===== src/rtl/replica_pkg.sv =====
// Shared types for the replica-exchange host write path.
// Latency: n/a (types only).
// Backpressure: n/a (types only).
package replica_pkg;

    // AXI write response codes seen on the core B channel.
    typedef enum logic [1:0] {
        OKAY   = 2'b00,
        SLVERR = 2'b10
    } axi_resp_t;

    // Issue FSM: ISSUE drives both channels, WAIT_* drive the half still owed.
    typedef enum logic [1:0] {
        IDLE    = 2'd0,
        ISSUE   = 2'd1,
        WAIT_AW = 2'd2,
        WAIT_W  = 2'd3
    } wq_state_t;

endpackage


===== src/rtl/sync_fifo.sv =====
// Single-clock FIFO with first-word-fall-through head and an occupancy count.
// Latency: a push is visible at the head the cycle after it is written.
// Backpressure: pushes while full and pops while empty are ignored.
module sync_fifo #(
    parameter int WIDTH = 8,
    parameter int DEPTH = 4
) (
    input  logic                     clk,
    input  logic                     reset,
    input  logic                     push,
    input  logic [WIDTH-1:0]         din,
    input  logic                     pop,
    output logic [WIDTH-1:0]         head,
    output logic                     full,
    output logic                     empty,
    output logic [$clog2(DEPTH):0]   count
);
    localparam int AW = $clog2(DEPTH);
    localparam logic [AW:0] PTR_ONE = (AW+1)'(1);

    logic [WIDTH-1:0] mem_q [DEPTH];
    logic [AW:0]      wr_ptr_q, wr_ptr_d, rd_ptr_q, rd_ptr_d;
    logic             do_push, do_pop;

    // Pointers carry one wrap bit so full and empty are distinguishable.
    assign empty   = (wr_ptr_q == rd_ptr_q);
    assign full    = (wr_ptr_q[AW] != rd_ptr_q[AW]) && (wr_ptr_q[AW-1:0] == rd_ptr_q[AW-1:0]);
    assign count   = wr_ptr_q - rd_ptr_q;
    assign head    = mem_q[rd_ptr_q[AW-1:0]];
    assign do_push = push && !full;
    assign do_pop  = pop && !empty;

    // Next pointer values.
    always_comb begin
        wr_ptr_d = wr_ptr_q;
        rd_ptr_d = rd_ptr_q;
        if (do_push) wr_ptr_d = wr_ptr_q + PTR_ONE;
        if (do_pop)  rd_ptr_d = rd_ptr_q + PTR_ONE;
    end

    // Pointer registers, cleared by reset.
    always_ff @(posedge clk) begin
        if (reset) begin
            wr_ptr_q <= '0;
            rd_ptr_q <= '0;
        end else begin
            wr_ptr_q <= wr_ptr_d;
            rd_ptr_q <= rd_ptr_d;
        end
    end

    // Storage is data-only; contents behind the pointers never matter.
    always_ff @(posedge clk) begin
        if (do_push) mem_q[wr_ptr_q[AW-1:0]] <= din;
    end

endmodule


===== src/rtl/axi_wr_queue.sv =====
// AXI4-Lite write decoupling queue; AW/W buffered independently, replayed as pairs to the core (AXI_WQ_POSTED_EN: local B).
// Latency: a pair whose later half is accepted in cycle N is presented to the core in cycle N+1.
// Backpressure: s_awready/s_wready drop on FIFO full (and on DEPTH pending host B in posted mode); issue stalls at DEPTH outstanding.
module axi_wr_queue
    import replica_pkg::*;
#(
    parameter int DEPTH  = 4,
    parameter int ADDR_W = 32,
    parameter int DATA_W = 64
) (
    input  logic                  clk,
    input  logic                  reset,
    input  logic [ADDR_W-1:0]     s_awaddr,
    input  logic                  s_awvalid,
    output logic                  s_awready,
    input  logic [DATA_W-1:0]     s_wdata,
    input  logic [DATA_W/8-1:0]   s_wstrb,
    input  logic                  s_wvalid,
    output logic                  s_wready,
    output logic [1:0]            s_bresp,
    output logic                  s_bvalid,
    input  logic                  s_bready,
    output logic [ADDR_W-1:0]     m_awaddr,
    output logic                  m_awvalid,
    input  logic                  m_awready,
    output logic [DATA_W-1:0]     m_wdata,
    output logic [DATA_W/8-1:0]   m_wstrb,
    output logic                  m_wvalid,
    input  logic                  m_wready,
    input  logic [1:0]            m_bresp,
    input  logic                  m_bvalid,
    output logic                  m_bready,
    output logic                  idle,
    output logic                  bresp_err
);
    localparam int SW = DATA_W / 8;
    localparam int CW = $clog2(DEPTH) + 1;
    localparam logic [CW-1:0] CNT_ONE = CW'(1);
    localparam logic [CW-1:0] CNT_MAX = CW'(DEPTH);

    logic              aw_full, aw_empty, w_full, w_empty;
    logic              aw_push, w_push, in_gate;
    logic [CW-1:0]     aw_cnt, w_cnt;
    logic [DATA_W+SW-1:0] w_head;
    wq_state_t         state_q;
    logic              m_awvalid_q, m_wvalid_q;
    logic              aw_hs, w_hs, pop_pair, b_dec;
    logic              aw_avail, w_avail, pair_nxt;
    logic [CW-1:0]     out_cnt_q, out_cnt_d;

    assign s_awready = !reset && !aw_full && in_gate;
    assign s_wready  = !reset && !w_full && in_gate;
    assign aw_push   = s_awvalid && s_awready;
    assign w_push    = s_wvalid && s_wready;

    sync_fifo #(.WIDTH(ADDR_W), .DEPTH(DEPTH)) u_aw_fifo (
        .clk(clk), .reset(reset), .push(aw_push), .din(s_awaddr), .pop(pop_pair),
        .head(m_awaddr), .full(aw_full), .empty(aw_empty), .count(aw_cnt)
    );

    sync_fifo #(.WIDTH(DATA_W + SW), .DEPTH(DEPTH)) u_w_fifo (
        .clk(clk), .reset(reset), .push(w_push), .din({s_wdata, s_wstrb}), .pop(pop_pair),
        .head(w_head), .full(w_full), .empty(w_empty), .count(w_cnt)
    );

    assign {m_wdata, m_wstrb} = w_head;
    assign m_awvalid = m_awvalid_q;
    assign m_wvalid  = m_wvalid_q;
    assign aw_hs     = m_awvalid_q && m_awready;
    assign w_hs      = m_wvalid_q && m_wready;

    // A pair completes when its last outstanding half handshakes; both heads pop together.
    always_comb begin
        pop_pair = 1'b0;
        case (state_q)
            ISSUE:   pop_pair = aw_hs && w_hs;
            WAIT_W:  pop_pair = w_hs;
            WAIT_AW: pop_pair = aw_hs;
            default: pop_pair = 1'b0;
        endcase
    end

    // Look ahead at next-cycle FIFO occupancy so a fresh pair issues one cycle after acceptance.
    always_comb begin
        aw_avail = pop_pair ? ((aw_cnt > CNT_ONE) || aw_push) : (!aw_empty || aw_push);
        w_avail  = pop_pair ? ((w_cnt > CNT_ONE) || w_push) : (!w_empty || w_push);
    end

    assign b_dec    = m_bvalid && m_bready && (out_cnt_q != '0);
    assign pair_nxt = aw_avail && w_avail && (out_cnt_d < CNT_MAX);

    // Outstanding-write count: +1 per completed pair, -1 per core response.
    always_comb begin
        out_cnt_d = out_cnt_q;
        if (pop_pair && !b_dec)      out_cnt_d = out_cnt_q + CNT_ONE;
        else if (!pop_pair && b_dec) out_cnt_d = out_cnt_q - CNT_ONE;
    end

    // Issue FSM with registered channel valids.
    always_ff @(posedge clk) begin
        if (reset) begin
            state_q     <= IDLE;
            m_awvalid_q <= 1'b0;
            m_wvalid_q  <= 1'b0;
        end else if (pop_pair || state_q == IDLE) begin
            if (pair_nxt) begin
                state_q     <= ISSUE;
                m_awvalid_q <= 1'b1;
                m_wvalid_q  <= 1'b1;
            end else begin
                state_q     <= IDLE;
                m_awvalid_q <= 1'b0;
                m_wvalid_q  <= 1'b0;
            end
        end else if (state_q == ISSUE && aw_hs) begin
            state_q     <= WAIT_W;
            m_awvalid_q <= 1'b0;
        end else if (state_q == ISSUE && w_hs) begin
            state_q    <= WAIT_AW;
            m_wvalid_q <= 1'b0;
        end
    end

    // Outstanding counter register.
    always_ff @(posedge clk) begin
        if (reset) out_cnt_q <= '0;
        else       out_cnt_q <= out_cnt_d;
    end

`ifdef AXI_WQ_POSTED_EN
    localparam logic signed [CW+1:0] BAL_ONE = (CW+2)'(1);

    logic [CW-1:0]        bpend_q, bpend_d;
    logic signed [CW+1:0] bal_q, bal_d;
    logic                 pair_formed, b_pop, bresp_err_q;

    assign in_gate   = (bpend_q < CNT_MAX);
    assign s_bvalid  = (bpend_q != '0);
    assign s_bresp   = OKAY;
    assign m_bready  = 1'b1;
    assign bresp_err = bresp_err_q;
    assign b_pop     = s_bvalid && s_bready;
    assign idle      = aw_empty && w_empty && (state_q == IDLE) && (out_cnt_q == '0) && (bpend_q == '0);

    // AW-minus-W balance: a lone push forms a pair only if the other side is already ahead.
    always_comb begin
        bal_d       = bal_q;
        pair_formed = 1'b0;
        if (aw_push && w_push) begin
            pair_formed = 1'b1;
        end else if (aw_push) begin
            pair_formed = bal_q[CW+1];
            bal_d       = bal_q + BAL_ONE;
        end else if (w_push) begin
            pair_formed = !bal_q[CW+1] && (bal_q != '0);
            bal_d       = bal_q - BAL_ONE;
        end
    end

    // Pending host responses: one per formed pair, retired by the host B handshake.
    always_comb begin
        bpend_d = bpend_q;
        if (pair_formed && !b_pop)      bpend_d = bpend_q + CNT_ONE;
        else if (!pair_formed && b_pop) bpend_d = bpend_q - CNT_ONE;
    end

    // Posted-mode state, with a sticky error for any non-OKAY core response.
    always_ff @(posedge clk) begin
        if (reset) begin
            bal_q       <= '0;
            bpend_q     <= '0;
            bresp_err_q <= 1'b0;
        end else begin
            bal_q       <= bal_d;
            bpend_q     <= bpend_d;
            bresp_err_q <= bresp_err_q || (m_bvalid && (m_bresp != OKAY));
        end
    end
`else
    assign in_gate   = 1'b1;
    assign s_bvalid  = m_bvalid;
    assign s_bresp   = m_bresp;
    assign m_bready  = s_bready;
    assign bresp_err = 1'b0;
    assign idle      = aw_empty && w_empty && (state_q == IDLE) && (out_cnt_q == '0);
`endif

endmodule


===== config.mk =====
export PLATFORM = sky130hd
export DESIGN_NAME = axi_wr_queue
export DESIGN_NICKNAME = d
export VERILOG_FILES = /design/src/rtl/replica_pkg.sv /design/src/rtl/sync_fifo.sv /design/src/rtl/axi_wr_queue.sv
export SDC_FILE = /design/constraint.sdc
export NUM_CORES = 1
export LEC_CHECK = 0
export ABC_AREA = 0
export ABC_CLOCK_PERIOD_IN_PS = 4300
export CELL_PAD_IN_SITES_DETAIL_PLACEMENT = 1
export CELL_PAD_IN_SITES_GLOBAL_PLACEMENT = 1
export CORE_ASPECT_RATIO = 0.7
export CORE_MARGIN = 2
export CORE_UTILIZATION = 30
export CTS_CLUSTER_SIZE = 14
export DETAILED_ROUTE_END_ITERATION = 8
export PLACE_DENSITY = 0.65
export SLEW_MARGIN = 20
export SYNTH_ARGS = -nofsm -noshare
export SYNTH_HDL_FRONTEND = slang
export SYNTH_SLANG_ARGS = --single-unit

===== constraint.sdc =====
create_clock -name clk -period 4.3 [get_ports clk]
set_input_delay 1.29 -clock clk [delete_from_list [all_inputs] [get_ports clk]]
set_output_delay 1.29 -clock clk [all_outputs]
set_load 0.05 [all_outputs]

==> flow_summary.ini <==
[synthesis]
synth_flop_cell = edfxtp_1
ys_ff_latch = 439
synth_top_area_share_pct = 76.1
seq_area_frac_synth_pct = 78.9
ys_async_sr_fraction_pct = 0
yosys-top-cells-count = 416 x edfxtp_1, 104 x mux4_2, 23 x dfxtp_1
yosys_warnings = 0
synth_cell_type_count = 41
netlist_instances = 708
synth_top_cell_by_area = edfxtp_1
yosysMostFrequentCell = edfxtp_1
syn-cell-area_sq_um = 16400
synth_edf_count = 416
synth_nets = 843
synthTopCellsByArea = edfxtp_1 76%, mux4_2 14%, dfxtp_1 2.8%
postSynthAreaPerCell_sq_um = 23.2

[power]
p_sw_mw = 2.07
swShare_pct = 22.3
total_power_mw = 9.28
pwr_density_cell_nw_per_um2 = 437
leakage_nw = 6.68
ir_worst_vdd_uv = 221
p_int_mw = 7.21
p_clk_share_pct = 40.5
combPwrFrac_pct = 7.5
power_frac_seq_pct = 52.0

[routing]
remaining_drc_errors = 0
drtAntennaViolNets = 0
routed_via_density = 4.51
route.vias.total = 7843
wl_per_cell_um = 20.5
firstDrtPassIters = 4
drt_wl_total_mm = 35.6
drtIter0Drc = 493

[sta]
hold_violations = 0
setup_viol = 0
period_share_pct = 93.7
rsz0062_at_grt = false
slew-limit-headroom_pct = 57.7
max_freq_mhz = 248
finalCriticalPeriod_ns = 4.03
finClkSkew_ns = 0.0160
fin_setup_tns_ns = 0
slew_viol_final = 0
worst_pin_slew_ns = 0.633

[clocking]
cts_tree = done
ctsRootBufferMaster = clkbuf_16
cts.path.max_buffers = 3
hold_buffers = 0
numCtsBuffers = 44
cts_sinks = 439
clock_latency_ns = 0.57
clk_pin_slew_ns = 0.06
cts_htree_levels = 2

[placement]
place_congestion = 0.720
io_buffers = 222
dpl_cell_area_sq_um = 19800
dp_hpwl_mm = 22.4

[critical_path]
end_kind = primary output
r2r_setup_slack_ns = 1.89
worstSetupPathType = reg -> out
worstPathMaxFanout = 13
cp_data_required_time_ns = 3.01
cp-start-kind = register
crit_arrival_ns = 2.74

[global_routing]
grt_util_all_layers_pct = 12.4
antenna_found_initial = 1
grt_overflow_total = 0
grt_pass1_wl_mm = 53.3
grt_max_degree = 74
grt_pass1_vias = 8586

[finish]
design_area_sq_um = 21200
area_growth_pct = 29.4
nets = 1108
final_layout_size_suffix_gt1_share_pct = 21.0

[die]
die_x_um = 284
placementRows = 71
die_h_um = 200
floorplan.initialDensity_pct = 30.4
core_sq_um = 53900
ioPinCount = 228
die_area_sq_um = 56600

[run_status]
status = finished, final reports clean

[min_path]
min_path_type = reg -> reg

[flow_run]
cap_violations = 0
==> cell usage in the layout, fill, tap and decap left out, types with 3 or more instances in the layout <==
cell type,count
buf_12,16
clkbuf_1,11
nand3_1,5
nor2_1,13
buf_4,15
edfxtp_1,416
inv_1,12
a31oi_1,3
nand2_1,17
clkinv_2,8
ha_1,19
clkbuf_16,45
dfxtp_1,20
clkdlybuf4s50_1,218
o21ai_0,3
mux4_2,104
clkinv_1,11
and2_4,4
a21oi_1,7
bufinv_16,4
nor3b_1,3
o31ai_1,3
xor2_1,8
and2_1,4
xnor2_1,4
a211oi_1,3
==> metrics by stage <==
step	hold WS [ns]	util [%]	setup slack, ns	std cells
finish	0.516	39.4	0.271	1740
global route	0.554	39.4	0.102	1739
CTS	0.521	39.3	0.0459	1738
detailed placement	0.512	36.8	0.409	1656
global placement	0.498	36.8	0.425	1656
floorplan	0.474	-	0.242	708
==> cell families (layout without fill, tap and decap cells) <==
logic type      after synthesis  in the layout  share of synthesized area (%)
compound gates               28             28                           1.33
flops                       439            439                           78.9
fa+ha+maj                    21             21                           1.69
mux                         107            107                           14.5
buf+inv                      45            346                           1.25
simple gates                 55             55                           1.73
other cells                   1              2                         0.0228
xor+xnor                     12             12                          0.640
==> routing by layer <==
layer / up-vias / wire length [um] / global-route usage, % / share of wire [%]
li1: 3480 / - / - / -
met3: 45 / 1580 / 2.72 / 4.4
met4: 0 / 724 / 3.98 / 2.0
met1: 4157 / 16300 / 17.1 / 46
met5: - / 0 / 0 / 0
met2: 161 / 17000 / 19.9 / 48
==> cell type report <==
class | count | area [sq um]
Antenna cell | 1 | 2.50
Multi-Input combinational cell | 224 | 3270
Timing Repair Buffer | 251 | 2650
Clock buffer | 55 | 1140
Fill cell | 5204 | 32700
Tap cell | 730 | 913
Sequential cell | 439 | 13000
Inverter | 13 | 48.8
Clock inverter | 27 | 255
==> repair_timing <==
item,CTS,global route
buffers inserted,0,1
endpoints found under the setup margin,1,7
resized for setup,1,0
pin swaps,0,0
==> critical path, stage by stage, from the launching register on <==
cell and delay [ns]:
dfxtp_2 0.66, buf_4 0.27, mux4_2 0.51, clkdlybuf4s50_1 0.73
==> registers in the layout, indices dropped and copies added (netlist names), named ones only <==
name and flops:
u_w_fifo.mem_q 288, u_aw_fifo.mem_q 128, u_w_fifo.rd_ptr_q 3, m_awvalid 1, out_cnt_q 3, state_q 2, m_wvalid 1, u_w_fifo.wr_ptr_q 3
u_aw_fifo.wr_ptr_q 3, u_aw_fifo.rd_ptr_q 3
==> power by group through the flow <==
stage                     logic [mW]  clock network [mW]  registers [mW]
final                          0.693                3.76            4.83
after global routing           0.734                4.03            4.84
after CTS                      0.704                3.89            4.83
after detailed placement       0.703                   0            4.92
after global placement         0.693                   0            4.91
after floorplan                0.368                   0            4.92
==> worst paths after layout <==
kind         cells past startpoint                        end                       from
min                              2  out_cnt_q[0]$_SDFFE_PP0P_  out_cnt_q[0]$_SDFFE_PP0P_
max reg2reg                     10     m_awvalid$_SDFFE_PP0P_  out_cnt_q[0]$_SDFFE_PP0P_
min reg2reg                      2  out_cnt_q[0]$_SDFFE_PP0P_  out_cnt_q[0]$_SDFFE_PP0P_
max                              3                m_awaddr[3]                   register
Power figures use the tool's default switching activity.
